===== config.mk =====
export PLATFORM = sky130hd
export DESIGN_NAME = mem_port_arbiter
export DESIGN_NICKNAME = d
export VERILOG_FILES = /design/src/rtl/mem_port_arbiter.sv
export SDC_FILE = /design/constraint.sdc
export NUM_CORES = 1
export LEC_CHECK = 0
export ABC_AREA = 1
export CORE_MARGIN = 3
export CORE_UTILIZATION = 44
export CTS_CLUSTER_SIZE = 30
export DETAILED_ROUTE_END_ITERATION = 6
export PLACE_DENSITY = 0.82
export REMOVE_ABC_BUFFERS = 1
export SYNTH_ARGS = -nofsm -noshare
export SYNTH_HDL_FRONTEND = slang
export SYNTH_SLANG_ARGS = --single-unit

===== constraint.sdc =====
create_clock -name clk -period 4.1 [get_ports clk]
set_input_delay 0.82 -clock clk [delete_from_list [all_inputs] [get_ports clk]]
set_output_delay 0.82 -clock clk [all_outputs]
set_load 0.05 [all_outputs]

===== src/rtl/mem_port_arbiter.sv =====
// Two-requester (fetch / data) arbiter in front of a single shared memory port.
// Define ARB_ROUND_ROBIN_EN for alternating tie-break; default is data-wins fixed priority.
module mem_port_arbiter #(
    parameter int ADDR_W = 32,
    parameter int DATA_W = 32
) (
    input  logic              clk,
    input  logic              reset,
    input  logic              if_req,
    input  logic [ADDR_W-1:0] if_addr,
    output logic              if_ack,
    output logic [DATA_W-1:0] if_rdata,
    input  logic              d_req,
    input  logic              d_we,
    input  logic [ADDR_W-1:0] d_addr,
    input  logic [DATA_W-1:0] d_wdata,
    output logic              d_ack,
    output logic [DATA_W-1:0] d_rdata,
    output logic              mem_en,
    output logic              mem_we,
    output logic [ADDR_W-1:0] mem_addr,
    output logic [DATA_W-1:0] mem_wdata,
    input  logic [DATA_W-1:0] mem_rdata,
    input  logic              mem_ready,
    output logic              busy
);

    typedef enum logic [1:0] {IDLE, ACC_I, ACC_D, RESP} state_t;

    state_t            state;
    state_t            state_nxt;
    logic [ADDR_W-1:0] addr_q;
    logic              we_q;
    logic [DATA_W-1:0] wdata_q;
    // 1 = data port won the most recent grant; also selects which ack fires in RESP
    logic              last_grant_d;
    logic              grant_d;
    logic              grant_i;

    always_comb begin
`ifdef ARB_ROUND_ROBIN_EN
        grant_d = d_req && (!if_req || !last_grant_d);
`else
        grant_d = d_req;
`endif
        grant_i = if_req && !grant_d;
    end

    always_comb begin
        state_nxt = state;
        case (state)
            IDLE: begin
                if (grant_d)      state_nxt = ACC_D;
                else if (grant_i) state_nxt = ACC_I;
            end
            ACC_I, ACC_D: begin
                if (mem_ready) state_nxt = RESP;
            end
            RESP:    state_nxt = IDLE;
            default: state_nxt = IDLE;
        endcase
    end

    always_comb begin
        mem_en    = 1'b0;
        mem_we    = 1'b0;
        mem_addr  = '0;
        mem_wdata = '0;
        if_ack    = 1'b0;
        d_ack     = 1'b0;
        busy      = (state != IDLE);
        case (state)
            ACC_I: begin
                mem_en    = 1'b1;
                mem_addr  = addr_q;
                mem_wdata = wdata_q;
            end
            ACC_D: begin
                mem_en    = 1'b1;
                mem_we    = we_q;
                mem_addr  = addr_q;
                mem_wdata = wdata_q;
            end
            RESP: begin
                if_ack = !last_grant_d;
                d_ack  = last_grant_d;
            end
            default: ;
        endcase
    end

    always_ff @(posedge clk) begin
        if (reset) begin
            state        <= IDLE;
            last_grant_d <= 1'b0;
            if_rdata     <= '0;
            d_rdata      <= '0;
        end else begin
            state <= state_nxt;
            if (state == IDLE && (grant_d || grant_i))
                last_grant_d <= grant_d;
            if (state == ACC_I && mem_ready)
                if_rdata <= mem_rdata;
            // stores complete with d_ack but leave the last load result in place
            if (state == ACC_D && mem_ready && !we_q)
                d_rdata <= mem_rdata;
        end
    end

    // Access parameters are captured once at grant; requester inputs are ignored afterwards.
    always_ff @(posedge clk) begin
        if (state == IDLE) begin
            if (grant_d) begin
                addr_q  <= d_addr;
                we_q    <= d_we;
                wdata_q <= d_wdata;
            end else if (grant_i) begin
                addr_q  <= if_addr;
                we_q    <= 1'b0;
                wdata_q <= '0;
            end
        end
    end

endmodule

Yosys cells after proc, flatten, opt, wreduce, memory -nomap -nowiden
Index checks and enable logic that the tools add are counted.
{"block": "totals", "reg_bits": 132, "ram_bits": 0, "latch_bits": 0, "n_memories": 0, "output_inout_bits": 133, "inputBits": 134, "rom_bits": 0}
{"block": "classes", "n_mul": 0, "addsub": 0, "n_div": 0, "n_shift": 0, "n_lt_le_gt_ge": 0, "bitwise_logic": 0, "mux": 16, "reduce_logical": 15, "eq_ne": 5}
{"op": "32-bit 2-to-1 mux", "n": 6}
{"op": "1-bit 2-to-1 mux", "n": 6}
{"op": "2-bit 2-to-1 mux", "n": 3}
{"op": "2-bit one-hot mux with 3 select lines", "n": 1}
{"op": "1-bit logical AND", "n": 5}
{"op": "2-bit equality test (second input constant)", "n": 2}
{"op": "2-bit AND reduction", "n": 2}
{"op": "2-bit nonzero test", "n": 2}
{"op": "1-bit zero test", "n": 3}
{"op": "3-bit != test (second input constant)", "n": 1}
{"op": "2-bit by 1-bit equality test with 1-bit output (second input constant)", "n": 1}
{"op": "2-bit zero test", "n": 1}
{"op": "2-bit by 1-bit != test with 1-bit output (second input constant)", "n": 1}
{"op": "2-bit OR reduction", "n": 1}
{"op": "1-bit logical OR", "n": 1}

Longest topological paths before layout
{"block": "logic_depth", "depth_word": 5, "ltp_mapped": 8}

Worst setup path before layout
OpenSTA, ideal clock, no wires.
{"block": "synth_path", "path_kind": "input port to flip-flop", "from": "in d_req", "to": "reg addr_q[0], enable pin", "slack_ps": 1297, "arrival_time_ps": 2384, "required_ps": 3681, "cell_stages": 3, "path_buffers": 1, "path_cell_list": "buf_2 > o21ai_0 > inv_1"}
{"block": "synth_via", "elab_chain_len": 4}
{"element": "start: declaration", "line": "13", "text": "input logic d_req,"}
{"element": "1-bit zero test", "line": "46", "text": "grant_i = if_req && !grant_d;"}
{"element": "1-bit logical AND", "line": "46"}
{"element": "2-bit nonzero test (no line) (*)"}
{"element": "2-bit AND reduction (no line) (*)"}
{"element": "end signal: assignment", "line": "114", "text": "addr_q <= d_addr;"}
{"element": "end signal: assignment", "line": "118", "text": "addr_q <= if_addr;"}
{"element": "end: declaration", "line": "32", "text": "logic [ADDR_W-1:0] addr_q;"}
Every way passes the cells marked *; elsewhere a longest branch is shown, timed or not.
A chain may end at the register's enable or synchronous reset.

Final worst setup path
{"block": "layout_path", "from": "reg state[1]", "to": "out mem_wdata[4]"}
{"block": "layout_via", "elab_chain_len": 3, "word_cells_on_any_way": 4, "cone_classes": "2 x eq/ne; 1 x mux; 1 x reduce/logical"}
{"element": "start: declaration", "line": "30", "text": "state_t state;"}
{"element": "start signal: assignment", "line": "99", "text": "state <= state_nxt;"}
{"element": "2-bit by 1-bit equality test with 1-bit output / 2-bit equality test (equally long branches)", "line": "72", "text": "case (state)"}
{"element": "2-bit OR reduction (no line) (*)"}
{"element": "32-bit 2-to-1 mux (*)", "line": "72"}
{"element": "end: declaration", "line": "22", "text": "output logic [DATA_W-1:0] mem_wdata,"}
Marked as above.

==> run metrics <==
most common cell after layout, fill and taps aside=clkdlybuf4s50_1; slowest stage cell on the critical path=clkdlybuf4s50_1; Initial DRC Count=275; drt total wl=17.0 mm; Die Ht=119 um; via count=4936; Setup Fix Bufs, Post-CTS=0; Arrival @ worst endpoint=2.79 ns; reg-to-reg critical path endpoint=addr_q[3]; CP most frequent cell=inv_1; deepest clock path buffer count=2; number of CTS-inserted buffers=17; crit path kind=flip-flop to primary output; initial antenna violation count=1; Fin Setup TNS=0 ns; min-delay src=if_rdata[30]; CTS Sinks=132; fmax=277 MHz; post-synthesis cell area=5600 um2; Routed wire per std cell=16.0 um; first-pass GRT wire length=25.6 mm; CTS H-tree lvls=4; DRC errors left=0; row cnt=40; worst r2r path cells=5; largest net degree at the start of global routing=69; Critical Path Source Type=flip-flop; Total GRT Usage=23.6%; post-synth cell types=17; final net count=1019; Non-Filler Cell Area, Final=8950 um2; max-cap violations=0; Initial Util=45.8%; critical-path cell list=inv_1 > ha_2 > buf_4 > nand2_1 > inv_1 > clkdlybuf4s50_1; Core ar.=12200 um2; I/O pin total=267; Post-Syn Instances=624; reg-to-reg startpoint=state[1]; count of final setup violators=0; status=completed; Area after DPL=8310 um2; vias in the first global route=4835; final setup skew=0.00637 ns; power per cell area=845 nW/um2; Area growth syn-to-layout=59.9%; worst slew pin tran=0.880 ns; final worst-path cycle share=87.9%; r2r setup slk=2.07 ns; CP Capture Type=primary output; Hold Path Stages=2; hold buffer count at CTS=0; VDD IR max=0.000398 V; flops & latches, synth=132; average cell area after synthesis=8.97 um2; hpwl dp=11.8 mm; register area share after synthesis=58.8%; Final Slew Violations=0; DR pass1 iterations=5; antenna viol nets, final=0; Via-to-Cell Ratio=4.65; critical path's largest stage delay=0.81 ns; Port Buffers=266; warning count from the yosys run=0; WHS Endpoint=if_rdata[30]; global route overflow=0; final hold vios=0; Antenna diodes=0; share of cells above drive strength 1=8.50%; fin crit period=3.61 ns; critical-path maximum fanout=24; clock-pin slew on the worst setup and hold paths=0.06 ns; GPL Wtd Cong=0.802; most frequent cells in the layout=clkdlybuf4s50_1 (265), nor2_1 (134), nand2_1 (112), inv_1 (104), dfxtp_1 (67); Root Buffer=clkbuf_16; die width=119 um; Min-Delay Path Class=flip-flop to flip-flop; RSZ-0062 raised after global routing=false; post_cts resized=0; Req. time, crit path=3.28 ns; TritonCTS clock tree=yes; Slew headroom=41.3%; DIE AREA=14100 um2; leakage=4.11 nW; clock latency on the worst-skew pair=0.42 ns
[final cells by class]
class | count | area (um2)
clock buffers | 26 | 598
clock inverters | 6 | 43.8
fillers | 890 | 3260
inverters | 108 | 405
multi-input cells | 350 | 1680
flip-flops and latches | 132 | 3290
well taps | 168 | 210
repair buffers | 272 | 2720
[sequential cells by signal, indices dropped and copies added (netlist names)]
name          count
state             2
wdata_q          32
we_q              1
d_rdata          32
addr_q           32
if_rdata         32
last_grant_d      1
[worst max-delay path: cells and delay by family (launching register included)]
| kind | cells | cell delay, ns |
|---|---|---|
| adders and majority gates | 1 | 0.61 |
| buffers and inverters | 4 | 1.31 |
| DFF | 1 | 0.35 |
| and+or+nand+nor | 1 | 0.08 |
[stage by stage]
stage	setup WS (ns)	util, %	std cells	hold slack [ns]	power [W]
6_report	0.494	73.3	1062	0.478	0.00757
3_3_place_gp	1.01	68.0	1030	0.460	0.00596
2_1_floorplan	0.930	-	590	0.448	0.00456
5_1_grt	0.364	73.3	1062	0.500	0.00787
3_5_place_dp	0.925	68.0	1030	0.472	0.00601
4_1_cts	0.475	73.3	1062	0.482	0.00761
[per-layer routing]
metal	routed length [um]	global-route usage, %
met3	1970	11.3
met4	353	8.76
met2	8270	39.8
met1	6380	25.8
met5	10	0
[cell families (layout without fill, tap and decap cells)]
family | after synthesis | count (layout) | share of synthesized area (%)
flip-flops | 132 | 132 | 58.8
adder cells (fa/ha/maj) | 4 | 4 | 0.894
multiplexers | 32 | 32 | 6.44
AO/OA/AOI/OAI | 67 | 67 | 5.99
buffers and inverters | 142 | 412 | 11.1
AND/OR/NAND/NOR | 247 | 247 | 16.7
[report_power, final]
part           internal [W]  total [W]  switching (W)
Clock               0.00101    0.00158       0.000568
Sequential          0.00183    0.00197       0.000139
Combinational       0.00122    0.00402        0.00280
Total               0.00406    0.00757        0.00351
[synthesized netlist by cell type]
master / number / share of area, %
nor2_1: 134 / 9.0
mux2_2: 32 / 6.4
ha_1: 4 / 0.89
o21ai_0: 61 / 5.5
clkbuf_4: 2 / 0.27
buf_6: 8 / 1.6
dfxtp_1: 67 / 24
o21ai_1: 5 / 0.45
inv_2: 3 / 0.20
clkbuf_2: 1 / 0.089
buf_2: 17 / 1.5
inv_1: 105 / 7.0
nand2_1: 112 / 7.5
nor2_4: 1 / 0.20
a21oi_1: 1 / 0.089
clkbuf_1: 6 / 0.40
edfxtp_1: 65 / 35
[how the worst max path moves through the flow]
stage               slack, ns  depth (start not counted)     start            end
floorplan                0.93                          4  state[0]    mem_addr[0]
global placement         1.01                          6  state[0]   mem_wdata[0]
detailed placement       0.92                          6  state[1]   mem_wdata[4]
CTS                      0.47                          6  state[1]  mem_wdata[18]
global route             0.36                          6  state[1]   mem_addr[16]
finish                   0.49                          6  state[1]   mem_wdata[4]
(Power assumes the default switching activity.)
